<file path="src/rtl/disp4_pkg.sv">
// Shared types and constants for the four-digit multiplexed 7-segment controller.
// Segment encodings are active-low, bit 0 = segment a .. bit 6 = segment g.
package disp4_pkg;

    typedef enum logic [1:0] {
        IDLE,
        CONV,
        UPDT
    } state_t;

    localparam logic [6:0] SEG_BLANK = 7'h7F;
    localparam logic [6:0] SEG_DASH  = 7'b0111111;
    localparam int         MAX_DEC   = 9999;

    function automatic logic [6:0] seg_decode(input logic [3:0] d);
        logic [6:0] s;
        case (d)
            4'd0:    s = 7'b1000000;
            4'd1:    s = 7'b1111001;
            4'd2:    s = 7'b0100100;
            4'd3:    s = 7'b0110000;
            4'd4:    s = 7'b0011001;
            4'd5:    s = 7'b0010010;
            4'd6:    s = 7'b0000010;
            4'd7:    s = 7'b1111000;
            4'd8:    s = 7'b0000000;
            4'd9:    s = 7'b0010000;
            default: s = SEG_BLANK;
        endcase
        return s;
    endfunction

endpackage

</file>
<file path="src/rtl/disp4_scan_ctrl_if.sv">
// Load/busy handshake between a value producer and the display controller.
interface disp4_scan_ctrl_if #(
    parameter int N_IN = 14
);
    logic [N_IN-1:0] bin_in;
    logic            load;
    logic            busy;
    logic            done;
    logic            ovf;

    modport master (output bin_in, load, input busy, done, ovf);
    modport slave  (input bin_in, load, output busy, done, ovf);
endinterface

</file>
<file path="src/rtl/bin2bcd_iter.sv">
// Iterative shift-add-3 binary to 4-digit BCD converter, one bit per cycle.
// done is high during the final shift; bcd holds the result from the next cycle on.
module bin2bcd_iter #(
    parameter int N_IN = 14
) (
    input  logic            clk,
    input  logic            rst_n,
    input  logic            start,
    input  logic [N_IN-1:0] bin,
    output logic            busy,
    output logic            done,
    output logic [15:0]     bcd
);
    localparam int CNT_W = $clog2(N_IN + 1);

    logic [N_IN-1:0]  sh;
    logic [CNT_W-1:0] step;
    logic [15:0]      adj;

    always_comb begin
        adj = bcd;
        for (int i = 0; i < 4; i++) begin
            if (bcd[4*i +: 4] >= 4'd5)
                adj[4*i +: 4] = bcd[4*i +: 4] + 4'd3;
        end
    end

    assign done = busy && (step == CNT_W'(N_IN - 1));

    always_ff @(posedge clk or negedge rst_n) begin
        if (!rst_n) begin
            sh   <= '0;
            bcd  <= '0;
            step <= '0;
            busy <= 1'b0;
        end else if (start && !busy) begin
            sh   <= bin;
            bcd  <= '0;
            step <= '0;
            busy <= 1'b1;
        end else if (busy) begin
            // Bits carried out of the thousands nibble are dropped; >9999 is flagged by the caller.
            bcd  <= {adj[14:0], sh[N_IN-1]};
            sh   <= {sh[N_IN-2:0], 1'b0};
            step <= step + CNT_W'(1);
            if (done)
                busy <= 1'b0;
        end
    end

endmodule

</file>
<file path="src/rtl/disp4_scan_ctrl.sv">
// Four-digit 7-segment controller: load handshake, BCD conversion, held display
// registers and a free-running scan that multiplexes one digit per REFRESH_DIV cycles.
module disp4_scan_ctrl
    import disp4_pkg::*;
#(
    parameter int N_IN        = 14,
    parameter int REFRESH_DIV = 50000
) (
    input  logic                clk,
    input  logic                rst_n,
    disp4_scan_ctrl_if.slave    bus,
    input  logic                blank_lz,
    output logic [6:0]          seg,
    output logic [3:0]          an
);
    localparam int PRE_W = $clog2(REFRESH_DIV);

    state_t      state, state_nxt;
    logic        accept;
    logic        conv_busy, conv_done;
    logic [15:0] conv_bcd;
    logic        ovf_pend, ovf_q, done_q;
    logic [3:0]  disp [4];

    logic [PRE_W-1:0] presc;
    logic [1:0]       idx;
    logic [3:0]       lz;
    logic [6:0]       seg_nxt;

    assign accept = (state == IDLE) && bus.load;

    bin2bcd_iter #(.N_IN(N_IN)) u_conv (
        .clk   (clk),
        .rst_n (rst_n),
        .start (accept),
        .bin   (bus.bin_in),
        .busy  (conv_busy),
        .done  (conv_done),
        .bcd   (conv_bcd)
    );

    always_ff @(posedge clk or negedge rst_n) begin
        if (!rst_n) state <= IDLE;
        else        state <= state_nxt;
    end

    always_comb begin
        state_nxt = state;
        case (state)
            IDLE:    if (bus.load)  state_nxt = CONV;
            CONV:    if (conv_done) state_nxt = UPDT;
            UPDT:    state_nxt = IDLE;
            default: state_nxt = IDLE;
        endcase
    end

    always_ff @(posedge clk or negedge rst_n) begin
        if (!rst_n) begin
            ovf_pend <= 1'b0;
            ovf_q    <= 1'b0;
            done_q   <= 1'b0;
            for (int i = 0; i < 4; i++) disp[i] <= '0;
        end else begin
            done_q <= 1'b0;
            if (accept)
                ovf_pend <= (32'(bus.bin_in) > MAX_DEC);
            if (state == UPDT) begin
                for (int i = 0; i < 4; i++) disp[i] <= conv_bcd[4*i +: 4];
                ovf_q  <= ovf_pend;
                done_q <= 1'b1;
            end
        end
    end

    assign bus.busy = (state != IDLE) || conv_busy;
    assign bus.done = done_q;
    assign bus.ovf  = ovf_q;

    // A digit is a leading zero when it and every higher digit are zero; units never qualifies.
    assign lz[3] = (disp[3] == 4'd0);
    assign lz[2] = lz[3] && (disp[2] == 4'd0);
    assign lz[1] = lz[2] && (disp[1] == 4'd0);
    assign lz[0] = 1'b0;

    always_comb begin
        seg_nxt = seg_decode(disp[idx]);
        if (ovf_q)
            seg_nxt = SEG_DASH;
        else if (blank_lz && lz[idx])
            seg_nxt = SEG_BLANK;
    end

    always_ff @(posedge clk or negedge rst_n) begin
        if (!rst_n) begin
            presc <= '0;
            idx   <= '0;
            seg   <= SEG_BLANK;
            an    <= 4'hF;
        end else if (presc == PRE_W'(REFRESH_DIV - 1)) begin
            presc <= '0;
            idx   <= idx + 2'd1;
            seg   <= seg_nxt;
            an    <= ~(4'b0001 << idx);
        end else begin
            presc <= presc + PRE_W'(1);
        end
    end

endmodule

</file>
<file path="src/flat_wrapper.sv">
// flat-port wrapper written by rule: the top's interface ports become plain ports
module disp4_scan_ctrl_flat import disp4_pkg::*;
#(
    parameter int N_IN        = 14,
    parameter int REFRESH_DIV = 50000
)
  (clk, rst_n, blank_lz, seg, an, bus_bin_in, bus_load, bus_busy, bus_done, bus_ovf);
  disp4_scan_ctrl_if #(.N_IN(N_IN)) bus_i ();
  input  logic clk;
  input  logic rst_n;
  input  logic blank_lz;
  output logic [6:0] seg;
  output logic [3:0] an;
  input wire logic [$bits(bus_i.bin_in)-1:0] bus_bin_in;
  input wire logic [$bits(bus_i.load)-1:0] bus_load;
  output wire logic [$bits(bus_i.busy)-1:0] bus_busy;
  output wire logic [$bits(bus_i.done)-1:0] bus_done;
  output wire logic [$bits(bus_i.ovf)-1:0] bus_ovf;
  assign bus_i.bin_in = bus_bin_in;
  assign bus_i.load = bus_load;
  assign bus_busy = bus_i.busy;
  assign bus_done = bus_i.done;
  assign bus_ovf = bus_i.ovf;
  disp4_scan_ctrl #(.N_IN(N_IN), .REFRESH_DIV(REFRESH_DIV)) u_core (.clk(clk), .rst_n(rst_n), .bus(bus_i), .blank_lz(blank_lz), .seg(seg), .an(an));
endmodule
</file>
<file path="config.mk">
export PLATFORM = sky130hd
export DESIGN_NAME = disp4_scan_ctrl_flat
export DESIGN_NICKNAME = d
export VERILOG_FILES = /design/src/rtl/disp4_pkg.sv /design/src/rtl/disp4_scan_ctrl_if.sv /design/src/rtl/bin2bcd_iter.sv /design/src/rtl/disp4_scan_ctrl.sv /design/src/flat_wrapper.sv
export SDC_FILE = /design/constraint.sdc
export NUM_CORES = 1
export LEC_CHECK = 0
export CAP_MARGIN = 0
export CORE_MARGIN = 8
export CORE_UTILIZATION = 52
export DETAILED_ROUTE_END_ITERATION = 10
export PLACE_DENSITY = 0.83
export SLEW_MARGIN = 20
export SYNTH_ARGS = -nofsm -noshare
export SYNTH_HDL_FRONTEND = slang
export SYNTH_SLANG_ARGS = --single-unit
</file>
<file path="constraint.sdc">
create_clock -name clk -period 1.8 [get_ports clk]
set_input_delay 0.36 -clock clk [delete_from_list [all_inputs] [get_ports clk]]
set_output_delay 0.36 -clock clk [all_outputs]
set_load 0.02 [all_outputs]
</file>
==> out/qor.yml <==
grt:
  grt_busiest_layer: "met2"
  grtUsageMet3_pct: 3.71
  grt_usage_pct: 15.4
  grt_pass1_vias: 3113
  use_met2_pct: 25.4
  grt_overflow: 0
  grt_use_met1_pct: 18.9
  grt_max_degree: 45
  antenna_found_initial: 0
  grt_first_pass_wirelength_um: 14300
timing:
  fmax_mhz: 528
  fin_crit_sh_pct: 105
  setup-violations-final: 7
  fin_ws_ns: -0.0924
  maxSlewViolCount: 0
  period_needed_ns: 1.89
  tightest_slew_ns: 0.407
  fin_skew_ns: 0.0135
  holdWs_ns: 0.435
  hold_viol: 0
  grt_setup_unrepaired: "true"
  slew_headroom_pct: 72.6
routing:
  ant_nets: 0
  drt_iter0_markers: 182
  drt-wirelength-per-cell_um: 15.8
  drtPass1Iterations: 4
  vias: 3104
  drc_errors: 0
  vias_per_cell: 5.65
  wl_um: 8680
setup_path:
  crit_required_ns: 2.08
  worstPathMaxFanout: 6
  crit_arrival_ns: 2.17
  setup.worst_path.class: "register to register"
  max_stage_delay_ns: 0.61
  crit_path_end_kind: "register"
  cpMostUsedCell: "a21oi_2"
  cp-start-kind: "register"
  cp_slowest_cell: "mux4_2"
  crit_chain: "buf_4 > mux4_2 > buf_12 > nor2_4 > a21oi_2 > o21a_1 > a21oi_2"
  r2r_slack_ns: -0.09
synthesis:
  syn_nets: 434
  synthAdderAreaFrac_pct: 5.97
  synth_compound_area_share_pct: 10.7
  syn_avg_cell_area_um2: 10.6
  ys.flop_type: "dfrtp_1"
  syn_area_um2: 4190
  yosysTopAreaCell: "dfrtp_1"
  yosysWarnings: 0
  synth_top_family_by_area: "simple AND/OR/NAND/NOR gates"
  seq_area_frac_synth_pct: 51.1
  synth_edf_count: 0
  synthTopCellsByArea: "dfrtp_1 44%, dfstp_2 6.9%, ha_1 6.0%, mux2_2 4.6%, nand2_1 4.2%"
  yosys.area_share.xor_xnor_pct: 5.01
  synthSimpleGateAreaFrac_pct: 13.9
  async_flop_share_pct: 100
  muxShareOfSynthArea_pct: 10.1
  ys_seq_elements: 85
  synth.distinct_cells: 45
  synthCells: 396
  synth_top_area_share_pct: 44.2
power:
  power_uw: 5880
  p_leak_uw: 0.00217
  p_per_area_nw_per_um2: 1180
  vdd_ir_drop_max_uv: 1030
layout:
  drive_above_1_share_pct: 19.7
  fillCellCount: 594
  diodes: 0
  nets: 480
  syn_to_final_growth_pct: 18.8
clocking:
  clk_pin_slew_ns: 0.09
  cts_root_buffer: "clkbuf_8"
  clockBufferDepth: 2
  cts_buffers: 9
  clk_latency_ns: 0.35
  clkSinkCount: 85
  cts_tree: "yes"
  cts_max_level: 3
floorplan:
  row_count: 32
  coreArea_um2: 7770
  die_height_um: 106
  pin_count: 32
  dieArea_um2: 11200
  die_w_um: 106
  start_util_pct: 54.0
placement:
  dpl.hpwl_um: 5820
  port_buffers: 31
  place_congestion: 0.814
min_path:
  hold_class: "primary input to async pin"
run_status:
  violations: "setup timing"
  outcome: "finished with violations"
job:
  maxCapViolations: 0
==> per-stage QoR <==
stage / setup slack (ns) / area (um^2) / std cells / util [%] / setup TNS, ns
floorplan: -0.0182 / 4190 / 396 / - / -0.0182
global placement: -0.00269 / 4690 / 526 / 60.4 / -0.00269
detailed placement: -0.112 / 4690 / 526 / 60.4 / -0.198
CTS: -0.00766 / 4900 / 546 / 63.0 / -0.00766
global route: -0.135 / 4980 / 549 / 64.1 / -0.692
finish: -0.0924 / 4980 / 549 / 64.1 / -0.373
==> power breakdown <==
group	leakage (uW)	switching (uW)	internal (uW)	total [uW]
Sequential	0.00108	409	2320	2730
Clock	0.0000953	678	577	1260
Combinational	0.00100	1030	869	1900
Total	0.00217	2110	3770	5880
==> layer usage <==
layer  vias to the layer above  routed length (um)
met5                         -                   0
met4                         0                 142
met1                      1542                3760
met2                        79                4300
li1                       1467                   -
met3                        16                 478
==> cells in the mapped netlist, types with 12 or more instances <==
| cell | n |
|---|---|
| ha_1 | 20 |
| dfrtp_1 | 74 |
| inv_1 | 14 |
| mux2_2 | 17 |
| nand3_1 | 13 |
| o21ai_0 | 29 |
| nand2_1 | 47 |
| a21oi_1 | 21 |
| mux2i_1 | 14 |
| xor2_1 | 13 |
| clkbuf_1 | 12 |
| nor2_1 | 28 |
==> area by class of cell <==
cell class / instances / area [um^2] / area share, %
flip-flops and latches: 85 / 2140 / 43.0
multi-input cells: 278 / 1950 / 39.1
repair buffers: 52 / 513 / 10.3
clock buffers: 11 / 151 / 3.04
well taps: 102 / 128 / 2.56
inverters: 16 / 62.6 / 1.26
clock inverters: 5 / 35.0 / 0.703
==> final timing paths <==
check                                      from                  end  cells after the start
max in group asynchronous                 rst_n  u_core.u_conv.sh[3]                      3
worst min-delay path                      rst_n      u_core.presc[4]                      2
worst min register to register  u_core.presc[0]      u_core.presc[0]                      1
min in group clk                u_core.presc[0]      u_core.presc[0]                      1
worst max-delay path              u_core.idx[0]        u_core.seg[0]                      7
worst max register to register    u_core.idx[0]        u_core.seg[0]                      7
==> kinds of logic (layout without fill, tap and decap cells) <==
group	after synthesis	in the layout
mux	35	35
fa+ha+maj	20	20
flops	85	85
simple gates	123	123
xor+xnor	24	24
buf+inv	33	84
compound gates	76	76
==> flip-flops by register name (all words and copies together) (netlist names) <==
name / count
u_core.an: 4
u_core.bus.done: 1
u_core.bus.ovf: 1
u_core.disp: 16
u_core.idx: 2
u_core.ovf_pend: 1
u_core.presc: 16
u_core.seg: 7
u_core.state: 2
u_core.u_conv.bcd: 16
u_core.u_conv.busy: 1
u_core.u_conv.sh: 14
u_core.u_conv.step: 4
==> repair_timing <==
action,CTS,global route
endpoints found under the setup margin,16,8
hold endpoints to repair,12,0
hold buffers,1,0
resized for setup,15,15
pin swaps,0,9
buffers inserted,3,3
==> critical path, delay by kind of cell, from the launching register on <==
kind | cells | cell delay, ns
flip-flops | 1 | 0.43
AND/OR/NAND/NOR | 1 | 0.09
buffers and inverters | 2 | 0.31
multiplexers | 1 | 0.61
AO/OA/AOI/OAI | 3 | 0.39
==> cells in the final DEF (no fill, tap or decap), drive strengths merged, types with 2 or more instances in the layout <==
cell type	netlist	final
o21ai	30	30
nor2	28	28
dfrtp	74	74
clkinv	1	5
nand2b	5	5
mux2i	14	14
clkbuf	12	11
a31oi	2	2
o31ai	5	5
mux2	17	17
a21oi	21	21
mux4	4	4
dlygate4sd2	0	13
nor4	5	5
ha	20	20
nor3	7	7
buf	5	21
xnor2	11	11
a31o	3	3
and3	5	5
nor3b	4	4
o22ai	8	8
inv	15	15
nand3	13	13
clkdlybuf4s50	0	17
dfstp	11	11
and4	2	2
nand2	47	47
and2	2	2
xor2	13	13
Power figures use the tool's default switching activity.
